## src/rtl/mul_seq_8b.sv

```systemverilog
// rtl/mul_seq_8b.sv - shift-and-add unsigned multiplier sequencer driving an external ripple adder
module mul_seq_8b #(
  parameter int WIDTH = 8,
  parameter int CNT_W = 3
) (
  input  logic               clk,
  input  logic               rst_n,
  input  logic               start,
  input  logic [WIDTH-1:0]   op_a,
  input  logic [WIDTH-1:0]   op_b,
  output logic               busy,
  output logic               done,
  output logic [2*WIDTH-1:0] product,
  output logic [WIDTH-1:0]   adder_a,
  output logic [WIDTH-1:0]   adder_b,
  output logic               adder_cin,
  input  logic [WIDTH-1:0]   adder_sum,
  input  logic               adder_cout
);

  typedef enum logic [1:0] {
    S_IDLE = 2'd0,
    S_CALC = 2'd1,
    S_DONE = 2'd2
  } state_t;

  state_t           state_q, state_d;
  logic [WIDTH-1:0] acc_hi_q, acc_hi_d;
  logic [WIDTH-1:0] acc_lo_q, acc_lo_d;
  logic [WIDTH-1:0] mcand_q, mcand_d;
  logic [CNT_W-1:0] cnt_q, cnt_d;
  logic             last_step;

  assign last_step = (cnt_q == CNT_W'(WIDTH - 1));

  always_ff @(posedge clk or negedge rst_n) begin
    if (!rst_n) begin
      state_q  <= S_IDLE;
      acc_hi_q <= '0;
      acc_lo_q <= '0;
      mcand_q  <= '0;
      cnt_q    <= '0;
    end else begin
      state_q  <= state_d;
      acc_hi_q <= acc_hi_d;
      acc_lo_q <= acc_lo_d;
      mcand_q  <= mcand_d;
      cnt_q    <= cnt_d;
    end
  end

  always_comb begin
    state_d  = state_q;
    acc_hi_d = acc_hi_q;
    acc_lo_d = acc_lo_q;
    mcand_d  = mcand_q;
    cnt_d    = cnt_q;
    case (state_q)
      S_CALC: begin
        // Carry lands in the top bit of acc_hi; the shifted-out LSB of acc_lo is consumed.
        {acc_hi_d, acc_lo_d} = {adder_cout, adder_sum, acc_lo_q[WIDTH-1:1]};
        if (last_step) begin
          state_d = S_DONE;
        end else begin
          cnt_d = cnt_q + 1'b1;
        end
      end
      S_IDLE, S_DONE: begin
        if (start) begin
          state_d  = S_CALC;
          mcand_d  = op_a;
          acc_lo_d = op_b;
          acc_hi_d = '0;
          cnt_d    = '0;
        end else begin
          state_d = S_IDLE;
        end
      end
      default: state_d = S_IDLE;
    endcase
  end

  assign busy      = (state_q == S_CALC);
  assign done      = (state_q == S_DONE);
  assign product   = {acc_hi_q, acc_lo_q};
  assign adder_a   = acc_hi_q;
  assign adder_b   = (busy && acc_lo_q[0]) ? mcand_q : '0;
  assign adder_cin = 1'b0;

endmodule

```

## config.mk

```make
export PLATFORM = sky130hd
export DESIGN_NAME = mul_seq_8b
export DESIGN_NICKNAME = d
export VERILOG_FILES = /design/src/rtl/mul_seq_8b.sv
export SDC_FILE = /design/constraint.sdc
export NUM_CORES = 1
export LEC_CHECK = 0
export ABC_AREA = 1
export ABC_CLOCK_PERIOD_IN_PS = 2000
export BUFFER_PORTS_ARGS = -buffer_cell sky130_fd_sc_hd__buf_2
export CAP_MARGIN = 40
export CORE_ASPECT_RATIO = 0.7
export CORE_MARGIN = 1.5
export CORE_UTILIZATION = 50
export DETAILED_ROUTE_END_ITERATION = 16
export GPL_ROUTABILITY_DRIVEN = 0
export PLACE_DENSITY = 0.84
export SLEW_MARGIN = 20
export SYNTH_ARGS = -nofsm -noshare
export SYNTH_HDL_FRONTEND = slang
export SYNTH_SLANG_ARGS = --single-unit
```

## constraint.sdc

```tcl
create_clock -name clk -period 2 [get_ports clk]
set_input_delay 0.2 -clock clk [delete_from_list [all_inputs] [get_ports clk]]
set_output_delay 0.2 -clock clk [all_outputs]
set_load 0.01 [all_outputs]
```

==> flow_metrics.py, run 1 <==
metrics = {
    "critical_path": {
        "worstPathMaxFanout": 12,
        "crit_type": "flip-flop to output port",
        "r2r_setup_slack_ps": 480,
        "worstSetupStartpointType": "flip-flop",
        "r2r-start": "state_q[0]",
        "regToRegEndpoint": "acc_lo_q[6]",
        "critPathRequiredTime_ps": 1800,
        "setup.worst_path.end": "adder_b[6]",
        "critPathArrivalTime_ps": 1570,
        "critPathLaunch": "state_q[0]",
        "rr_worst_depth": 5,
        "worst_setup_path_end_kind": "output port",
    },
    "floorplanning": {
        "core_area_sq_mm": 0.00257,
        "die_area_sq_mm": 0.00314,
        "fp-row-count": 15,
        "die_h_um": 47.4,
        "start_util_pct": 54.7,
        "pin_count": 63,
        "die_w_um": 66.4,
    },
    "final_layout": {
        "utilization_pct": 68.6,
        "fin_nets": 259,
        "areaGrowthSynthToFinish_pct": 25.4,
        "diodes": 0,
        "layout-drive-gt1-share_pct": 32.6,
    },
    "timing": {
        "hold_slack_ps": 118,
        "final-setup-viol-count": 0,
        "finalCritPeriodShare_pct": 88.5,
        "slew_viol_final": 0,
        "slew_headroom_pct": 59.2,
        "clock_skew_ps": 8.32,
        "tightestPinTransition_ps": 612,
        "layout_min_cycle_time_ps": 1770,
        "rsz0062_at_grt": "no",
        "hold_viol": 0,
        "tns_ps": 0,
        "max_freq_ghz": 0.565,
    },
    "power": {
        "power_density_mw_per_mm2": 1680,
        "ir_drop_uv": 998,
        "power_w": 0.00297,
        "p_leak_nw": 1.07,
    },
    "min_path": {
        "hp-class": "primary input to flip-flop",
    },
    "route": {
        "drc": 0,
        "first_iter_violations": 54,
        "viasPerCell": 4.60,
        "ant_nets": 0,
        "dr.pass1.iters": 5,
        "num_vias": 1215,
        "totalWireLength_um": 2830,
        "wl_per_cell_um": 10.7,
    },
    "synthesis": {
        "synth_edf_count": 0,
        "avgSynthCellArea_sq_um": 8.08,
        "synth_cells": 174,
        "synth_top_area_cell": "dfrtp_1",
        "syn_area_sq_mm": 0.00141,
        "synthArstFlopShare_pct": 100,
        "yosysSeqAreaShare_pct": 51.6,
        "synth-main-ff-cell": "dfrtp_1",
        "yosys-top-cells-count": "nand2_1, dfrtp_1, nand3_1, nor2_1, inv_1",
        "synth_nets": 204,
        "yosysMostFrequentCell": "nand2_1",
        "ys_types": 15,
        "yosys.area.top_type_share_pct": 51.6,
        "synth.area.top_cells": "dfrtp_1, nand2_1, nand3_1, buf_4, nor2_1",
        "yosys_warnings": 0,
        "synth_seq_cells": 29,
    },
    "clock_network": {
        "cts-buffers-inserted": 5,
        "cts_max_level": 2,
        "path_clk_slew_ps": 60,
        "cts_tree": "done",
        "clock_latency_ps": 280,
        "clkSinkCount": 29,
        "clk_path_buf_depth": 2,
        "root_buffer": "clkbuf_8",
    },
    "placed_design": {
        "place_hpwl_um": 1990,
        "numPortBuffers": 61,
    },
    "global_route": {
        "grt_pass1_wl_um": 4450,
        "grt_max_degree": 38,
        "grt_usage_pct": 19.9,
        "met3_usage_pct": 7.19,
        "globalRoute.busiestLayer": "met2",
        "first_global_vias": 1045,
        "gr-usage-met1_pct": 26.5,
        "met2_usage_pct": 30.4,
        "antenna_found_initial": 0,
        "overflow": 0,
    },
    "job": {
        "max_cap_viol_count": 0,
    },
    "status": {
        "status": "finished, final reports clean",
    },
}
timing repair:
item                      4_1_cts  5_1_grt
setup buffers                   0        0
hold buffers                    1        0
hold endpoints to repair       29        0
gates resized for setup         0        0
sequential cells by signal, summed over array words and instances (netlist names):
name	flops
mcand_q	8
cnt_q	3
adder_a	8
state_q	2
acc_lo_q	8
worst min-delay path by stage:
stage | start | end | cells after the start
3_3_place_gp | rst_n | acc_lo_q[5] | 1
6_report | adder_sum[7] | adder_a[6] | 3
2_1_floorplan | rst_n | acc_lo_q[0] | 0
3_5_place_dp | rst_n | acc_lo_q[4] | 1
4_1_cts | adder_sum[7] | adder_a[6] | 3
5_1_grt | adder_sum[5] | adder_a[4] | 3
critical path, cell delays in order (launching register included):
cell and delay, ps:
dfrtp_1 550, nand2_1 150, inv_2 170, nand2_2 150, nor2_1 130, buf_2 150
report_power, final:
group | internal [W] | switching (W) | leakage, nW
combinational | 0.000497 | 0.000815 | 0.670
sequential | 0.000867 | 0.000181 | 0.345
clock | 0.000405 | 0.000205 | 0.0585
per-layer routing:
layer  part of all wire [%]  vias up
li1                       -      635
met3                    5.3        6
met5                      0        -
met1                     48      545
met4                   0.81        0
met2                     45       29
layout make-up:
class	instances	area [sq um]
multi-input cells	117	507
clock buffers	7	86.3
well taps	34	42.5
repair buffers	63	323
flip-flops and latches	29	726
clock inverters	1	30.0
fillers	210	808
inverters	13	48.8
layout by cell type, fill, tap and decap left out:
cell type      count
a21oi_1            8
buf_2             61
buf_4              1
bufinv_16          1
clkbuf_1           1
clkbuf_8           6
conb_1             1
dfrtp_1           29
dlygate4sd3_1      1
ha_1               2
inv_1             11
inv_2              2
nand2_1           64
nand2_2            2
nand2_4            1
nand3_1           20
nor2_1            18
nor2_2             1
metrics by stage:
step / cell area, sq um / setup WS, ps / std cells
3_3_place_gp: 1640 / 539 / 255
5_1_grt: 1760 / 90.6 / 264
4_1_cts: 1760 / 242 / 264
3_5_place_dp: 1640 / 505 / 255
6_report: 1760 / 230 / 264
2_1_floorplan: 1410 / 822 / 174
cell families (layout without fill, tap and decap cells):
| family | Yosys count | count (layout) | share of synthesized area (%) |
|---|---|---|---|
| buffers and inverters | 28 | 84 | 12.4 |
| adders and majority gates | 2 | 2 | 1.78 |
| AOI/OAI and AO/OA | 8 | 8 | 2.85 |
| and+or+nand+nor | 106 | 106 | 31.1 |
| other | 1 | 1 | 0.267 |
| DFF | 29 | 29 | 51.6 |
(Power assumes the default switching activity.)
==> inputs of run 2 (changes only) <==
Settings changed: BUFFER_PORTS_ARGS -buffer_cell sky130_fd_sc_hd__buf_2 to unset, CORE_UTILIZATION 50 to 51, DONT_BUFFER_PORTS set to 1, PLACE_DENSITY 0.84 to 0.66.
==> flow_metrics.py, run 2 (synthesis results as in run 1) <==
metrics = {
    "status": {
        "status": "finished, final reports clean",
    },
    "critical_path": {
        "worstSetupStartpointType": "flip-flop",
        "worstPathMaxFanout": 12,
        "critPathArrivalTime_ps": 1590,
        "critPathRequiredTime_ps": 1800,
        "crit_type": "flip-flop to output port",
        "worst_setup_path_end_kind": "output port",
    },
    "timing": {
        "tns_ps": 0,
        "max_freq_ghz": 0.559,
        "clock_skew_ps": 3.88,
        "finalCritPeriodShare_pct": 89.4,
        "hold_slack_ps": 43.1,
        "slew_viol_final": 0,
        "rsz0062_at_grt": "no",
        "final-setup-viol-count": 0,
        "layout_min_cycle_time_ps": 1790,
        "hold_viol": 0,
    },
    "route": {
        "wl_per_cell_um": 12.8,
        "totalWireLength_um": 2610,
        "num_vias": 1039,
        "ant_nets": 0,
        "dr.pass1.iters": 4,
        "first_iter_violations": 43,
        "viasPerCell": 5.09,
        "drc": 0,
    },
    "global_route": {
        "overflow": 0,
        "antenna_found_initial": 0,
        "grt_pass1_wl_um": 4080,
        "first_global_vias": 921,
        "grt_max_degree": 38,
        "grt_usage_pct": 18.4,
    },
    "final_layout": {
        "layout-drive-gt1-share_pct": 9.41,
        "nFillCells": 241,
        "areaGrowthSynthToFinish_pct": 4.00,
        "final_common_cell": "nand2_1",
        "mostFrequentLayoutCells": "nand2_1, dfrtp_1, nand3_1",
        "diodes": 0,
        "fin_nets": 199,
    },
    "power": {
        "p_leak_nw": 0.818,
        "ir_drop_uv": 817,
        "power_density_mw_per_mm2": 1770,
    },
    "floorplanning": {
        "die_w_um": 65.8,
        "core_area_sq_mm": 0.00253,
        "pin_count": 63,
        "die_area_sq_mm": 0.00309,
        "fp-row-count": 15,
        "die_h_um": 46.9,
        "start_util_pct": 55.5,
    },
    "clock_network": {
        "post_cts_buffers": 0,
        "clock_latency_ps": 270,
        "cts_max_level": 2,
        "clk_path_buf_depth": 2,
        "clkSinkCount": 29,
        "cts-buffers-inserted": 5,
        "cts_tree": "done",
        "root_buffer": "clkbuf_8",
        "path_clk_slew_ps": 60,
    },
    "placed_design": {
        "place_hpwl_um": 1820,
        "numPortBuffers": 0,
    },
    "job": {
        "max_cap_viol_count": 0,
    },
    "min_path": {
        "hp-class": "primary input to flip-flop",
    },
}
## run 2: cell type report
class / instances / area, sq um / area share (%)
clock buffer: 7 / 96.3 / 6.59
clock inverter: 1 / 5.00 / 0.342
inverter: 13 / 48.8 / 3.34
multi-input combinational: 117 / 507 / 34.6
sequential: 29 / 726 / 49.6
tap: 34 / 42.5 / 2.91
timing repair buffer: 3 / 37.5 / 2.57
## run 2: metrics by stage
step	instances	setup slack, ps	total power (W)	instance area [sq um]	util, %
2_1_floorplan	174	822	0.00204	1410	-
3_3_place_gp	194	519	0.00202	1330	52.5
3_5_place_dp	194	459	0.00208	1330	52.5
4_1_cts	204	210	0.00262	1460	57.7
5_1_grt	204	57.7	0.00284	1460	57.7
6_report	204	211	0.00259	1460	57.7
## run 2: where the power goes
part	internal (W)	switching (W)
sequential	0.000865	0.000339
combinational	0.000280	0.000592
clock	0.000310	0.000202
## run 2: path summary, 6_finish.rpt
kind                                    from           to  slack, ps  cells after the start
worst min-delay path            adder_sum[4]   adder_a[3]         40                      2
worst min register to register    mcand_q[4]   mcand_q[4]        510                      2
worst max-delay path              state_q[0]   adder_b[1]        210                      4
min in group asynchronous              rst_n  acc_lo_q[6]        370                      2
max in group asynchronous              rst_n   mcand_q[5]       1470                      2
worst max register to register    state_q[0]  acc_lo_q[2]        420                      5
## run 2: routing by layer
layer | wire, um | up-vias | global-route usage, %
met5 | 0 | - | 0
met4 | 17 | 0 | 5.42
met3 | 206 | 2 | 7.91
met2 | 1220 | 36 | 32.1
met1 | 1160 | 483 | 21.3
li1 | - | 518 | -
## run 2: timing repair
action                    in CTS  in global routing
hold endpoints to repair      29                  0
hold buffers                   2                  0
gates resized for setup        0                  0
## run 2: worst max-delay path, stage by stage (launching register included)
cell and delay, ps:
dfrtp_1 600, nand2_1 150, inv_2 200, nand2_2 150, nor2_1 220
==> inputs of run 3 (changes only) <==
Settings changed: CELL_PAD_IN_SITES_DETAIL_PLACEMENT set to 2, CELL_PAD_IN_SITES_GLOBAL_PLACEMENT set to 2, CORE_UTILIZATION 51 to 35, PLACE_DENSITY 0.66 to unset, PLACE_DENSITY_LB_ADDON set to 0.1.
==> flow_metrics.py, run 3 (synthesis results as in run 1) <==
metrics = {
    "timing": {
        "tns_ps": 0,
        "slew_viol_final": 0,
        "rsz0062_at_grt": "no",
        "hold_viol": 0,
        "final-setup-viol-count": 0,
        "finalCritPeriodShare_pct": 85.3,
        "clock_skew_ps": 10.9,
        "layout_min_cycle_time_ps": 1710,
        "max_freq_ghz": 0.586,
    },
    "floorplanning": {
        "core_area_sq_mm": 0.00387,
        "die_h_um": 56.0,
        "die_area_sq_mm": 0.00441,
        "die_w_um": 78.8,
        "start_util_pct": 36.3,
        "pin_count": 63,
        "fp-row-count": 19,
    },
    "critical_path": {
        "path_delay_family": "simple AND/OR/NAND/NOR gates",
        "regToRegEndpoint": "acc_lo_q[1]",
        "worst-path-buf-inv": 1,
        "critPathRequiredTime_ps": 1800,
        "r2r_setup_slack_ps": 560,
        "max_stage_delay_ps": 490,
        "crit_type": "flip-flop to output port",
        "rr_worst_depth": 5,
        "critical_path.cell_chain": "nand2_1 > inv_2 > nand2_2 > nor2_1",
        "worstPathMaxFanout": 12,
        "worstSetupStartpointType": "flip-flop",
        "crit_slowest_cell": "dfrtp_2",
        "critPathArrivalTime_ps": 1510,
        "r2r-start": "state_q[0]",
        "worst_setup_path_end_kind": "output port",
    },
    "power": {
        "p_seq_share_pct": 47.1,
        "power_switching_w": 0.00120,
        "ir_drop_uv": 706,
        "clock_power_share_pct": 18.2,
        "combPwrFrac_pct": 34.7,
        "p_sw_share_pct": 46.4,
        "p_int_w": 0.00139,
        "power_density_mw_per_mm2": 1760,
        "p_leak_nw": 0.808,
    },
    "final_layout": {
        "utilization_pct": 37.9,
        "diodes": 0,
        "regArea_sq_um": 727,
        "final_common_cell": "nand2_1",
        "multi_input_area_sq_um": 507,
        "layout-drive-gt1-share_pct": 9.41,
        "mostFrequentLayoutCells": "nand2_1, dfrtp_1, nand3_1",
        "nFillCells": 447,
        "areaGrowthSynthToFinish_pct": 4.36,
        "fin_nets": 199,
    },
    "clock_network": {
        "clk_path_buf_depth": 2,
        "post_cts_buffers": 0,
        "clkSinkCount": 29,
        "path_clk_slew_ps": 70,
        "cts_max_level": 2,
        "root_buffer": "clkbuf_8",
        "cts_tree": "done",
        "clock_latency_ps": 290,
        "cts-buffers-inserted": 5,
    },
    "placed_design": {
        "place_hpwl_um": 2460,
        "numPortBuffers": 0,
    },
    "min_path": {
        "holdPathStages": 2,
        "hp-start": "adder_sum[7]",
        "hp-class": "primary input to flip-flop",
        "hold_end": "adder_a[6]",
    },
    "job": {
        "max_cap_viol_count": 0,
    },
    "route": {
        "viasPerCell": 4.79,
        "dr.pass1.iters": 4,
        "ant_nets": 0,
        "first_iter_violations": 49,
        "drc": 0,
        "totalWireLength_um": 3450,
        "wl_per_cell_um": 15.5,
        "num_vias": 1064,
    },
    "status": {
        "status": "finished, final reports clean",
    },
    "global_route": {
        "antenna_found_initial": 0,
        "grt_pass1_wl_um": 6000,
        "first_global_vias": 1192,
        "grt_max_degree": 38,
        "grt_usage_pct": 18.1,
        "overflow": 0,
    },
}
[run 3: changes by cell type in the layout (fill, tap and decap cells not counted), sizes merged]
cell    before  now
clkbuf       7    6
clkinv       1    2
[run 3: how the worst max path moves through the flow]
stage | slack, ps | depth (start not counted) | startpoint | end
after floorplan | 820 | 6 | cnt_q[0] | cnt_q[0]
after global placement | 490 | 5 | state_q[0] | acc_lo_q[7]
after CTS | 120 | 4 | state_q[0] | adder_b[0]
after detailed placement | 420 | 5 | state_q[0] | acc_lo_q[1]
final | 290 | 4 | state_q[0] | adder_b[0]
after global routing | 130 | 4 | state_q[0] | adder_b[2]
[run 3: power groups by stage]
stage,sequential (W),combinational (W),clock [W]
after floorplan,0.00109,0.000941,0
after global placement,0.00122,0.000849,0
after detailed placement,0.00124,0.000903,0
after CTS,0.00123,0.000931,0.000490
after global routing,0.00127,0.00108,0.000512
final,0.00122,0.000898,0.000471
[run 3: per-layer routing]
| layer | GRT usage [%] | up-vias | part of all wire (%) |
|---|---|---|---|
| met5 | 0 | - | 0 |
| li1 | - | 516 | - |
| met1 | 21.7 | 506 | 43 |
| met4 | 5.36 | 0 | 1.1 |
| met3 | 8.36 | 6 | 9.0 |
| met2 | 29.1 | 36 | 47 |
[run 3: per-stage QoR]
step                      instance area, sq um  instances  setup slack (ps)  hold slack, ps  total power [W]
after global placement                    1350        212               491           -94.9          0.00206
after detailed placement                  1350        212               421           -94.9          0.00214
after global routing                      1470        222               130            41.2          0.00286
final                                     1470        222               295            33.4          0.00259
after floorplan                           1410        174               822           -95.6          0.00204
after CTS                                 1470        222               116            27.3          0.00265
[run 3: worst reg2reg max path, stage by stage, from the launching register on]
cell and delay, ps:
dfrtp_2 490, inv_2 150, nand2_4 330, nand2_2 200
nand2_1 100, nand2_1 60
[run 3: repair_timing]
| action | in CTS | in global routing |
|---|---|---|
| hold buffers | 2 | 0 |
| resized for setup | 0 | 1 |
| setup endpoints to repair | 0 | 7 |
| endpoints found under the hold margin | 29 | 0 |
[run 3: layout make-up]
type / instances / area share [%]
Tap cell: 52 / 4.43
Timing Repair Buffer: 3 / 2.56
Inverter: 13 / 3.32
Clock inverter: 2 / 0.682
Sequential cell: 29 / 49.5
Multi-Input combinational cell: 117 / 34.5
Clock buffer: 6 / 4.94
